**config.mk**
```make
export PLATFORM = sky130hd
export DESIGN_NAME = e203_itcm_load_arb
export DESIGN_NICKNAME = d
export VERILOG_FILES = /design/src/rtl/e203_itcm_load_arb.sv
export SDC_FILE = /design/constraint.sdc
export NUM_CORES = 1
export LEC_CHECK = 0
export BUFFER_PORTS_ARGS = -buffer_cell sky130_fd_sc_hd__buf_2
export CORE_ASPECT_RATIO = 0.6
export CORE_MARGIN = 4
export CORE_UTILIZATION = 49
export CTS_BUF_LIST = sky130_fd_sc_hd__clkbuf_2
export CTS_CLUSTER_DIAMETER = 150
export DETAILED_ROUTE_END_ITERATION = 12
export HOLD_SLACK_MARGIN = 0.08
export PLACE_DENSITY = 0.9
export SETUP_SLACK_MARGIN = 0.5
export SLEW_MARGIN = 20
export SYNTH_ARGS = -nofsm -noshare
export SYNTH_HDL_FRONTEND = slang
export SYNTH_SLANG_ARGS = --single-unit
```
**constraint.sdc**
```tcl
create_clock -name clk -period 3 [get_ports clk]
set_clock_uncertainty 0.2 [all_clocks]
set_input_delay 0.45 -clock clk [delete_from_list [all_inputs] [get_ports clk]]
set_output_delay 0.45 -clock clk [all_outputs]
set_load 0.02 [all_outputs]
```
**src/rtl/e203_itcm_load_arb.sv**
```systemverilog
// ITCM load arbiter: packs a loader byte stream into 64-bit ITCM words while the core is
// held in reset, then hands the SRAM port to the core. Optional: ITCM_LOAD_CHECKSUM_EN.
module e203_itcm_load_arb #(
  parameter int AW    = 13,
  parameter int DEPTH = 8192
) (
  input  logic          clk,
  input  logic          rst_n,
  input  logic          load_start,
  input  logic          ld_valid,
  output logic          ld_ready,
  input  logic [7:0]    ld_byte,
  input  logic          ld_last,
  input  logic          core_cs,
  input  logic          core_we,
  input  logic [7:0]    core_wem,
  input  logic [AW-1:0] core_addr,
  input  logic [63:0]   core_din,
  output logic          core_gnt,
  output logic          ram_cs,
  output logic          ram_we,
  output logic [7:0]    ram_wem,
  output logic [AW-1:0] ram_addr,
  output logic [63:0]   ram_din,
  output logic          core_rst_n_o,
  output logic          load_done,
  output logic [AW:0]   load_words,
  output logic          ovf_err,
  output logic [31:0]   ld_checksum
);
  typedef enum logic [2:0] {S_IDLE, S_LOAD, S_WRITE, S_DONE, S_RUN} state_e;

  localparam logic [AW:0] DEPTH_W = (AW+1)'(DEPTH);

  state_e       state_q, state_d;
  logic [2:0]   idx_q, idx_d;
  logic [63:0]  buf_q, buf_d;
  logic [7:0]   mask_q, mask_d;
  logic [AW:0]  words_q, words_d;
  logic         ovf_q, ovf_d;
  logic         last_q, last_d;
  logic         accept, full, restart;

  assign accept  = (state_q == S_LOAD) && ld_valid;
  assign full    = (words_q == DEPTH_W);
  assign restart = load_start && ((state_q == S_IDLE) || (state_q == S_RUN));

  always_ff @(posedge clk or negedge rst_n) begin
    if (!rst_n) begin
      state_q <= S_IDLE;
      idx_q   <= '0;
      buf_q   <= '0;
      mask_q  <= '0;
      words_q <= '0;
      ovf_q   <= 1'b0;
      last_q  <= 1'b0;
    end else begin
      state_q <= state_d;
      idx_q   <= idx_d;
      buf_q   <= buf_d;
      mask_q  <= mask_d;
      words_q <= words_d;
      ovf_q   <= ovf_d;
      last_q  <= last_d;
    end
  end

  always_comb begin
    state_d = state_q;
    idx_d   = idx_q;
    buf_d   = buf_q;
    mask_d  = mask_q;
    words_d = words_q;
    ovf_d   = ovf_q;
    last_d  = last_q;
    case (state_q)
      S_IDLE, S_RUN: begin
        if (load_start) begin
          state_d = S_LOAD;
          idx_d   = '0;
          buf_d   = '0;
          mask_d  = '0;
          words_d = '0;
          ovf_d   = 1'b0;
          last_d  = 1'b0;
        end
      end
      S_LOAD: begin
        if (accept) begin
          buf_d[8*idx_q +: 8] = ld_byte;
          mask_d[idx_q]       = 1'b1;
          idx_d               = idx_q + 3'd1;
          if ((idx_q == 3'd7) || ld_last) begin
            state_d = S_WRITE;
            last_d  = ld_last;
          end
        end
      end
      S_WRITE: begin
        // The word address is the write count, so saturating the count also stops the address.
        if (full) ovf_d   = 1'b1;
        else      words_d = words_q + (AW+1)'(1);
        idx_d   = '0;
        buf_d   = '0;
        mask_d  = '0;
        state_d = last_q ? S_DONE : S_LOAD;
      end
      S_DONE:  state_d = S_RUN;
      default: state_d = S_IDLE;
    endcase
  end

  always_comb begin
    ram_cs   = 1'b0;
    ram_we   = 1'b0;
    ram_wem  = '0;
    ram_addr = '0;
    ram_din  = '0;
    if (state_q == S_WRITE) begin
      ram_cs   = !full;
      ram_we   = 1'b1;
      ram_wem  = mask_q;
      ram_addr = words_q[AW-1:0];
      ram_din  = buf_q;
    end else if (state_q == S_RUN) begin
      ram_cs   = core_cs;
      ram_we   = core_we;
      ram_wem  = core_wem;
      ram_addr = core_addr;
      ram_din  = core_din;
    end
  end

  assign ld_ready     = (state_q == S_LOAD);
  assign core_gnt     = (state_q == S_RUN);
  assign core_rst_n_o = (state_q == S_RUN);
  assign load_done    = (state_q == S_DONE) || (state_q == S_RUN);
  assign load_words   = words_q;
  assign ovf_err      = ovf_q;

`ifdef ITCM_LOAD_CHECKSUM_EN
  logic [31:0] csum_q;
  always_ff @(posedge clk or negedge rst_n) begin
    if (!rst_n)      csum_q <= '0;
    else if (restart) csum_q <= '0;
    else if (accept)  csum_q <= csum_q + {24'd0, ld_byte};
  end
  assign ld_checksum = csum_q;
`else
  assign ld_checksum = '0;
  logic unused_restart;
  assign unused_restart = restart;
`endif

endmodule

```
; After elaboration in Yosys (flattened, before gate mapping)
; Cells that the tools add are included.
[word_totals]
regBits = 94
mem_bits_rw = 0
latch_bits = 0
elab_cells = 77
mem_count = 0
output_inout_bits = 138
rom_bits = 0
[op_classes]
reduce_logical = 15
mux = 36
n_eq_ne = 11
order_cmp = 2
addsub = 3
n_shift = 2
n_bitwise = 1
multipliers = 0
div_mod_pow = 0
[op_table]
columns = op, n
row1 = $mux W64, 4
row2 = $pmux W64 S3, 1
row3 = $bwmux W64, 1
row4 = $shift A8 B34 Y64 const A, 1
row5 = $shiftx A8 B34 Y64, 1
row6 = $neg A6 Y34, 1
row7 = $mux W8, 4
row8 = $mux W14, 2
row9 = $pmux W14 S2, 1
row10 = $mux W13, 2
row11 = $pmux W8 S3, 1
row12 = $mux W3, 5
row13 = $add A14 B1 Y14 const B, 1
row14 = $eq A14 B14 Y1 const B, 1
row15 = $pmux W3 S4, 1
row16 = $reduce_and A3 Y1, 4
row17 = $mux W1, 9
row18 = $pmux W3 S3, 1
row19 = $or A8 B8 Y8, 1
row20 = $eq A3 B2 Y1 const B, 2
row21 = $eq A3 B3 Y1 const B, 2
row22 = $ne A2 B2 Y1 const B, 3
row23 = $lt A3 B4 Y1 const B, 1
row24 = $ne A2 B1 Y1 const B, 2
row25 = 14 further kinds, 18

; Longest topological paths before layout
; Gate-level depths: netlist of run 1.
[logic_depth]
ltp_word = 7
mapped_depth = 9
mapped_depth_nobuf = 7

; Least setup slack after synthesis of run 1
; Ideal clock, no wire load.
[synth_timing]
path_kind = flip-flop to flip-flop
start = register idx_q[0]
end = register buf_q[16]
arrival_ns = 2.288
n_path_buf = 2
stages_incl_launch_ff = 9
required_ns = 2.734
slack_ns = 0.446
setup_ns = 0.066
cell_sequence = dfrtp_1 > clkinv_1 > ha_1 > ha_1 > clkbuf_1 > nor4b_1 > and3_1 > clkbuf_1 > a22o_1
[synth_between]
elab_chain_len = 5
word_cells_on_any_way = 6
cone_classes = add/sub (1) / shift (2) / mux (3)
[synth_lines]
columns = element, line_no
row1 = "start, declared", 36  ; logic [2:0] idx_q, idx_d;
row2 = "start signal, assigned", 59  ; idx_q <= idx_d;
row3 = $neg A6 Y34 *, 90  ; buf_d[8*idx_q +: 8] = ld_byte;
row4 = $shiftx A8 B34 Y64 or $shift A8 B34 Y64 (tied branches), 90
row5 = $bwmux W64 *, 90
row6 = $mux W64 *, 89  ; if (accept) begin
row7 = $pmux W64 S3 *, 76  ; case (state_q)
row8 = "end signal, assigned", 60  ; buf_q <= buf_d;
row9 = "end, declared", 37  ; logic [63:0] buf_q, buf_d;
; Every way passes the cells marked *; elsewhere a longest branch is shown, timed or not. The select of a mux whose other input is x is not followed.
; A chain may end at the register's enable or synchronous reset.

; Final worst setup path of run 1
[layout_timing]
start = register state_q[0]
end = output ram_addr[8]
[layout_between]
elab_chain_len = 3
word_cells_on_any_way = 4
cone_classes = eq/ne (2) / mux (2)
[layout_lines]
columns = element, line_no
row1 = "start, declared", 35  ; state_e state_q, state_d;
row2 = "start signal, assigned", 58  ; state_q <= state_d;
row3 = $eq A3 B3 Y1, 125  ; end else if (state_q == S_RUN) begin
row4 = $mux W13, 125
row5 = $mux W13 *, 119  ; if (state_q == S_WRITE) begin
row6 = "end, declared", 23  ; output logic [AW-1:0] ram_addr,
; Every way passes the cells marked *; elsewhere a longest branch is shown, timed or not.

==> impl_metrics.yaml, run 1 <==
power_and_ir_drop:
  p_comb_share_pct: 54.6
  p_seq_share_pct: 32.2
  p_switching_uw: 2450
  p_int_uw: 2910
  p_per_area_nw_per_um2: 757
  pwr-share-clk_pct: 13.1
  power_leakage_uw: 0.00359
  ir_worst_vdd_uv: 414
  netSwitchingFraction_pct: 45.7
drt:
  antenna_left: 0
  viasPerCell: 6.11
  wirelength_mm: 18.6
  drt-wirelength-per-cell_um: 21.3
  dr.pass1.iters: 6
  remaining_drc_errors: 0
  dr_total_vias: 5348
  dr.first_iter.drc_count: 541
clock_network:
  cts_tree: "yes"
  cts_made_buffers: 9
  root_buffer: "clkbuf_2"
  clk_path_buf_depth: 2
  clock_latency_ns: 0.59
  clk_pin_slew_ns: 0.26
  h-tree-depth: 3
  clock-sinks: 94
synth:
  async_flop_share_pct: 100
  synth_edf_count: 0
  ys_ff_latch: 94
  yosysTopAreaCell: "dfrtp_1"
  syn_area_sq_um: 5270
  ys_seq_area_share_pct: 44.6
  synth.distinct_cells: 52
  synth_xor_area_share_pct: 0.499
  syn_avg_cell_area_sq_um: 10.5
  synth_top_flop_cell: "dfrtp_1"
  yosys_warnings: 0
  synth-compound-area-share_pct: 31.3
  synth_top_cell_area_share_pct: 44.6
  synth_top_family_by_area: "compound AO/OA/AOI/OAI gates"
  synth.top_cells.by_area: "dfrtp_1 45%, a22o_1 20%, buf_4 5.1%"
  muxShareOfSynthArea_pct: 0.594
  yosys.area_share.simple_pct: 12.3
  synth_adder_area_share_pct: 1.66
  syn_inst: 503
grt:
  busiest_layer: "met2"
  grt_max_degree: 95
  grt_pass1_vias: 4995
  met2_usage_pct: 43.5
  grt_pass1_wl_mm: 27.1
  met3_usage_pct: 7.07
  overflow: 0
  globalRouteTotalUtil_pct: 27.8
  use_met1_pct: 38.1
  antenna_found_initial: 0
sta:
  rsz0062_at_grt: "true"
  post-route-min-period_ns: 2.72
  slew_headroom_pct: 35.3
  timing.hold.ws_ns: 0.201
  finalMaxSlewViolations: 0
  setup_viol: 0
  timing.fmax_mhz: 368
  final-hold-violation-count: 0
  fin_crit_sh_pct: 90.5
  tns_ns: 0
  worst_pin_slew_ns: 0.969
layout:
  drive_above_1_share_pct: 43.1
  fin_util_pct: 67.3
  final_cells: 875
  antennaDiodeCount: 0
  area_delta_synth_final_pct: 34.3
  nets: 838
floorplan:
  pin_count: 238
  die_h_um: 88.3
  start_util_pct: 50.1
  dieWidth_um: 142
  die-area_sq_um: 12500
  core-area_sq_um: 10500
  rows: 29
placement:
  portBuffers: 205
  dp_hpwl_mm: 12.2
  dpl.cell_count: 813
  gp_congestion: 0.925
critical_path:
  r2r_setup_slack_ns: 0.53
  r2r_start: "idx_q[0]$_DFFE_PN0P_"
  cp.arrival_ns: 2.07
  start_kind: "register"
  r2r-end: "buf_q[19]$_DFFE_PN0P_"
  critPathKind: "register to output port"
  reg2regPathDepth: 7
  cp_max_fo: 6
  endpoint_kind: "output port"
  required_ns: 2.35
run_status:
  status: "finished clean"
flow_run:
  cap_violations: 0
hold_path:
  holdCritPathClass: "input pin to asynchronous set/reset pin"
-- area by class of cell --
class                   count  area (sq um)
clock buffers               9          45.0
clock inverters             7          88.8
fillers                   771          3440
inverters                  10          46.3
multi-input cells         359          2710
flip-flops and latches     94          2360
well taps                 139           174
repair buffers            257          1650
-- cell families (layout without fill, tap and decap cells) --
logic type                 Yosys count  after routing
adders and majority gates            7              7
buffers and inverters               82            283
other                                1             32
DFF                                 94             94
muxes                                3              3
and+or+nand+nor                    119            120
xor gates and xnor gates             3              3
AOI/OAI and AO/OA                  194            194
-- cell usage after synthesis (all sizes together), types with 6 or more instances --
cell type / n
ha: 7
nand3: 14
and3: 7
a21oi: 6
nand2: 31
or3: 8
buf: 53
clkbuf: 19
o2bb2ai: 24
dfrtp: 94
nor2: 22
a22o: 121
inv: 9
o21ai: 24
-- critical path, stage by stage, from the launching register on --
cell and delay [ns]:
dfrtp_2 0.52, buf_4 0.17, or3b_4 0.49, o21ai_2 0.18, buf_6 0.14
-- registers in the layout, summed over array words and instances, names as in the netlist --
signal      count
buf_q          64
load_words     14
mask_q          8
idx_q           3
state_q         3
last_q          1
ovf_err         1
-- routing by layer --
| layer | up-vias | wire, um |
|---|---|---|
| li1 | 2327 | - |
| met1 | 2550 | 7600 |
| met2 | 405 | 8460 |
| met3 | 66 | 2000 |
| met4 | 0 | 587 |
| met5 | - | 0 |
-- cell usage in the layout (no fill, tap or decap), types with 5 or more instances in the layout --
| master | Yosys | final |
|---|---|---|
| or3_1 | 8 | 7 |
| nand3_1 | 13 | 12 |
| dfrtp_1 | 94 | 86 |
| a21oi_1 | 6 | 6 |
| nand4_1 | 5 | 5 |
| buf_6 | 3 | 6 |
| buf_4 | 36 | 55 |
| dfrtp_2 | 0 | 8 |
| o2bb2ai_2 | 8 | 8 |
| a22o_1 | 121 | 121 |
| dlygate4sd3_1 | 0 | 13 |
| nor2_1 | 22 | 20 |
| clkbuf_2 | 0 | 10 |
| o21ai_0 | 18 | 15 |
| inv_1 | 8 | 8 |
| nand2_1 | 30 | 28 |
| o2bb2ai_1 | 16 | 16 |
| buf_2 | 8 | 175 |
| conb_1 | 1 | 32 |
| o21ai_2 | 6 | 8 |
-- through the flow --
step / power [uW] / worst slack, ns / cell area (sq um)
after floorplan: 3350 / 0.516 / 5400
after global placement: 3880 / 0.491 / 6260
after detailed placement: 3960 / 0.336 / 6260
after CTS: 4960 / 0.310 / 6850
after global routing: 5630 / 0.171 / 7080
final: 5360 / 0.284 / 7080
-- timing repair --
item                                    4_1_cts  5_1_grt
endpoints found under the hold margin       160        0
gates cloned                                  3        1
endpoints found under the setup margin      135      165
resized for setup                            47       38
pin swaps                                     5        6
hold buffers                                 13        0
setup buffers                                20        9
-- worst max path at each step --
stage                           startpoint  slack [ns]                     to
floorplan             idx_q[0]$_DFFE_PN0P_        0.52  buf_q[16]$_DFFE_PN0P_
finish              state_q[0]$_DFFE_PN0P_        0.28            ram_addr[8]
CTS                 state_q[0]$_DFFE_PN0P_        0.31            ram_din[33]
global placement      idx_q[0]$_DFFE_PN0P_        0.49  buf_q[53]$_DFFE_PN0P_
global route        state_q[2]$_DFFE_PN0P_        0.17            ram_din[58]
detailed placement    idx_q[0]$_DFFE_PN0P_        0.34  buf_q[51]$_DFFE_PN0P_
-- power by group through the flow --
stage,clock [uW],combinational (uW),sequential (uW)
floorplan,0,1690,1660
global placement,0,2140,1750
detailed placement,0,2210,1760
CTS,714,2530,1710
global route,769,3110,1750
finish,704,2930,1730
Power figures use the tool's default switching activity.
==> inputs of run 2 (changes only) <==
--- a/config.mk
+++ b/config.mk
@@ -6,7 +6,7 @@
 export NUM_CORES = 1
 export LEC_CHECK = 0
 export BUFFER_PORTS_ARGS = -buffer_cell sky130_fd_sc_hd__buf_2
-export CORE_ASPECT_RATIO = 0.6
+export CORE_ASPECT_RATIO = 0.7
 export CORE_MARGIN = 4
 export CORE_UTILIZATION = 49
 export CTS_BUF_LIST = sky130_fd_sc_hd__clkbuf_2
==> impl_metrics.yaml, run 2 (same netlist as run 1, synthesis figures left out) <==
clock_network:
  clock-sinks: 94
  clk_path_buf_depth: 2
  clk_pin_slew_ns: 0.28
  h-tree-depth: 3
  cts_tree: "yes"
  cts_made_buffers: 9
  root_buffer: "clkbuf_2"
  clock_latency_ns: 0.60
sta:
  worst_pin_slew_ns: 0.585
  setup_viol: 0
  tns_ns: 0
  rsz0062_at_grt: "true"
  finalMaxSlewViolations: 0
  final-hold-violation-count: 0
  slew_headroom_pct: 60.7
  worst_slack_ns: 0.178
  post-route-min-period_ns: 2.82
  timing.fmax_mhz: 354
  fin_crit_sh_pct: 94.1
placement:
  dp_slack_ns: 0.332
  portBuffers: 205
  dpl.cell_count: 807
  gp_congestion: 0.862
  dp_hpwl_mm: 12.0
drt:
  wirelength_mm: 19.7
  dr.first_iter.drc_count: 503
  drt-wirelength-per-cell_um: 22.6
  dr.pass1.iters: 8
  viasPerCell: 6.25
  remaining_drc_errors: 0
  dr_total_vias: 5446
  antenna_left: 0
critical_path:
  crit_family: "buffers and inverters"
  cpPeakStageDelay_ns: 0.49
  path_cells: "buf_6, nor3b_4, buf_6, buf_12, clkbuf_16, a22o_1, buf_6"
  start_kind: "register"
  critPathKind: "register to output port"
  required_ns: 2.35
  reg2regPathDepth: 7
  crit_buf_inv: 5
  cp.arrival_ns: 2.17
  cp_max_fo: 11
  cpMostUsedCell: "buf_6"
  cp_num_cells: 7
  endpoint_kind: "output port"
  crit_slowest_cell: "dfrtp_2"
layout:
  area_delta_synth_final_pct: 41.7
  final_cell_mix: "148 x buf_2, 121 x a22o_1, 89 x dfrtp_1, 54 x buf_6, 32 x conb_1"
  drive_above_1_share_pct: 42.5
  regMostFlops: "buf_q"
  nets: 841
  largest_reg_flops: 64
  final_cells: 871
  final_common_cell: "buf_2"
  antennaDiodeCount: 0
power_and_ir_drop:
  ir_worst_vdd_uv: 413
  p_total_uw: 5420
  p_switching_uw: 2490
  pwr-share-clk_pct: 11.6
  p_seq_share_pct: 31.7
  p_comb_share_pct: 56.7
  power_leakage_uw: 0.00369
  p_per_area_nw_per_um2: 726
  p_int_uw: 2940
  netSwitchingFraction_pct: 45.9
flow_run:
  cap_violations: 0
floorplan:
  rows: 31
  start_util_pct: 50.5
  die_h_um: 94.8
  dieWidth_um: 132
  core-area_sq_um: 10400
  die-area_sq_um: 12500
  pin_count: 238
grt:
  grt_pass1_wl_mm: 27.4
  grt_pass1_vias: 5060
  globalRouteTotalUtil_pct: 27.7
  overflow: 0
  antenna_found_initial: 0
  grt_max_degree: 61
hold_path:
  holdCritPathClass: "input pin to asynchronous set/reset pin"
run_status:
  status: "finished clean"
-- run 2: repair_timing --
action / 4_1_cts / 5_1_grt
endpoints found under the setup margin: 130 / 158
resized for setup: 100 / 49
gates cloned: 4 / 6
pin swaps: 6 / 10
endpoints found under the hold margin: 147 / 0
buffers inserted: 19 / 6
hold buffers: 13 / 0
-- run 2: layout make-up --
type / instances / area [sq um]
clock buffers: 9 / 45.0
multi-input cells: 359 / 2700
repair buffers: 260 / 2090
clock inverters: 7 / 63.8
well taps: 132 / 165
inverters: 10 / 43.8
flip-flops and latches: 94 / 2360
fillers: 717 / 2970
-- run 2: path summary, 6_finish.rpt --
kind	to	slack, ns	startpoint
max	ram_din[34]	0.18	state_q[0]$_DFFE_PN0P_
min	load_words[12]$_DFFE_PN0P_	0.1	rst_n
max reg2reg	buf_q[53]$_DFFE_PN0P_	0.54	idx_q[0]$_DFFE_PN0P_
min reg2reg	buf_q[28]$_DFFE_PN0P_	0.34	buf_q[28]$_DFFE_PN0P_
max in group asynchronous	idx_q[1]$_DFFE_PN0P_	1.76	rst_n
min in group clk	buf_q[28]$_DFFE_PN0P_	0.34	buf_q[28]$_DFFE_PN0P_
-- run 2: metal layers --
metal  track usage [%]  routed length [um]  share of wire, %  vias to the layer above
met2              46.1                9490                48                      392
li1                  -                   -                 -                     2335
met1              36.6                7940                40                     2660
met3              6.39                1750               8.9                       59
met5                 0                   0                 0                        -
met4              8.39                 479               2.4                        0
-- run 2: power groups by stage --
stage | clock network (uW) | registers [uW] | logic [uW]
after floorplan | 0 | 1660 | 1690
after global placement | 0 | 1750 | 2170
after detailed placement | 0 | 1750 | 2250
after CTS | 620 | 1710 | 2720
after global routing | 682 | 1740 | 3250
final | 630 | 1720 | 3080
-- run 2: per-stage QoR --
stage,utilization (%),hold slack (ns),cell area [sq um]
finish,71.6,0.0970,7470
global route,71.6,0.127,7470
CTS,67.8,0.129,7070
detailed placement,60.1,0.246,6270
global placement,60.1,0.238,6270
floorplan,-,-0.0456,5400
==> inputs of run 3 (changes only) <==
--- a/config.mk
+++ b/config.mk
@@ -5,10 +5,11 @@
 export SDC_FILE = /design/constraint.sdc
 export NUM_CORES = 1
 export LEC_CHECK = 0
+export ABC_AREA = 1
 export BUFFER_PORTS_ARGS = -buffer_cell sky130_fd_sc_hd__buf_2
 export CORE_ASPECT_RATIO = 0.7
 export CORE_MARGIN = 4
-export CORE_UTILIZATION = 49
+export CORE_UTILIZATION = 50
 export CTS_BUF_LIST = sky130_fd_sc_hd__clkbuf_2
 export CTS_CLUSTER_DIAMETER = 150
 export DETAILED_ROUTE_END_ITERATION = 12
==> impl_metrics.yaml, run 3 <==
floorplan:
  core-area_sq_um: 11200
  die_h_um: 98.0
  die-area_sq_um: 13400
  rows: 32
  pin_count: 238
  dieWidth_um: 137
  start_util_pct: 51.8
clock_network:
  clk_path_buf_depth: 2
  root_buffer: "clkbuf_2"
  cts_tree: "yes"
  clock-sinks: 94
  h-tree-depth: 3
  cts_made_buffers: 9
  clock_latency_ns: 0.59
  clk_pin_slew_ns: 0.26
sta:
  worst_slack_ns: 0.224
  final-hold-violation-count: 0
  setup_viol: 0
  slew_headroom_pct: 59.5
  post-route-min-period_ns: 2.78
  worst_pin_slew_ns: 0.603
  finalMaxSlewViolations: 0
  tns_ns: 0
  timing.fmax_mhz: 360
  timing.hold.ws_ns: 0.126
  rsz0062_at_grt: "true"
  fin_crit_sh_pct: 92.5
critical_path:
  cp_max_fo: 16
  required_ns: 2.35
  start_kind: "register"
  r2r_start: "state_q[2]$_DFFE_PN0P_"
  r2r_setup_slack_ns: 0.37
  reg2regPathDepth: 12
  endpoint_kind: "output port"
  r2r-end: "buf_q[41]$_DFFE_PN0P_"
  startpoint: "state_q[1]$_DFFE_PN0P_"
  critPathKind: "register to output port"
  cp.arrival_ns: 2.13
synth:
  synth_top_flop_cell: "dfrtp_1"
  synth.top_cells.by_area: "dfrtp_1 41%, nand2_1 15%, nand3_1 10%"
  syn_avg_cell_area_sq_um: 7.63
  synth_edf_count: 0
  yosys_warnings: 0
  syn_area_sq_um: 5790
  yosysMostFrequentCell: "nand2_1"
  synth.distinct_cells: 32
  synth_common_cells: "226 x nand2_1, 116 x nand3_1, 94 x dfrtp_1"
  syn_inst: 758
  ys_seq_area_share_pct: 40.6
  yosysTopAreaCell: "dfrtp_1"
  async_flop_share_pct: 100
  synth_top_cell_area_share_pct: 40.6
  ys_ff_latch: 94
drt:
  remaining_drc_errors: 0
  drt-wirelength-per-cell_um: 20.0
  dr.pass1.iters: 8
  viasPerCell: 5.98
  wirelength_mm: 23.2
  antenna_left: 0
  dr.first_iter.drc_count: 1147
  dr_total_vias: 6935
layout:
  final_common_cell: "nand2_1"
  final_area_sq_um: 8170
  largest_reg_flops: 64
  area_delta_synth_final_pct: 41.2
  nets: 1109
  antennaDiodeCount: 0
  final_cell_mix: "208 x nand2_1, 150 x buf_2, 116 x nand3_1, 92 x dfrtp_1, 64 x a22o_1"
  drive_above_1_share_pct: 33.1
  fin_util_pct: 73.2
  regMostFlops: "buf_q"
placement:
  gp_congestion: 0.986
  dp_hpwl_mm: 13.0
  dp_slack_ns: 0.529
  placed_cell_area_sq_um: 6810
  portBuffers: 205
flow_run:
  cap_violations: 0
grt:
  grt_pass1_vias: 5924
  globalRouteTotalUtil_pct: 28.8
  overflow: 0
  antenna_found_initial: 0
  grt_max_degree: 55
  grt_pass1_wl_mm: 30.5
power_and_ir_drop:
  p_per_area_nw_per_um2: 765
  power_leakage_uw: 0.00440
  ir_worst_vdd_uv: 455
hold_path:
  holdCritPathClass: "input pin to asynchronous set/reset pin"
run_status:
  status: "finished clean"
-- run 3: final cells by class --
class,count,area [sq um]
Clock buffer,10,50.0
Fill cell,723,3000
Clock inverter,6,86.3
Timing Repair Buffer,272,2170
Sequential cell,94,2350
Multi-Input combinational cell,589,3160
Inverter,36,159
Tap cell,153,191
-- run 3: cells by family (layout without fill, tap and decap cells) --
logic type / count (synthesis) / after routing / share of synthesized area [%]
compound gates: 108 / 108 / 13.7
fa+ha+maj: 7 / 7 / 1.51
buf+inv: 107 / 324 / 10.3
flops: 94 / 94 / 40.6
other cells: 1 / 32 / 0.0648
simple gates: 441 / 442 / 33.8
-- run 3: how the worst max path moves through the flow --
stage | end | slack [ns] | cells after the start
after floorplan | buf_q[56]$_DFFE_PN0P_ | 0.49 | 12
after global placement | load_words[2]$_DFFE_PN0P_ | 0.65 | 9
after detailed placement | buf_q[8]$_DFFE_PN0P_ | 0.53 | 8
after CTS | ram_din[53] | 0.32 | 7
after global routing | ram_din[15] | 0.15 | 7
final | ram_din[48] | 0.22 | 7
-- run 3: report_power, final --
part,internal [uW],switching (uW)
Clock,278,439
Sequential,1400,107
Combinational,1430,2600
Total,3100,3150
-- run 3: repair_timing --
item | 4_1_cts | 5_1_grt
gates cloned | 8 | 3
endpoints found under the setup margin | 90 | 150
endpoints found under the hold margin | 110 | 0
resized for setup | 43 | 145
hold buffers | 11 | 0
pin swaps | 6 | 32
buffers inserted | 18 | 13
-- run 3: critical path, cell delays in order, from the launching register on --
cell and delay, ns:
dfrtp_2 0.48, buf_6 0.13, buf_12 0.12, nand3_4 0.10
clkinv_8 0.13, buf_16 0.18, a22o_1 0.21, buf_4 0.16
-- run 3: metal layers --
metal,wire length [um],vias to the layer above,share of wire [%],GRT usage (%)
met4,1070,0,4.6,6.43
met2,10300,600,44,44.0
met5,0,-,0,0
met3,3140,142,14,10.3
met1,8700,3197,37,39.4
li1,-,2996,-,-
-- run 3: metrics by stage --
step | cells | power (uW)
final | 1160 | 6250
after global routing | 1160 | 6500
after CTS | 1144 | 5450
after detailed placement | 1091 | 4260
after global placement | 1091 | 4190
after floorplan | 789 | 3670
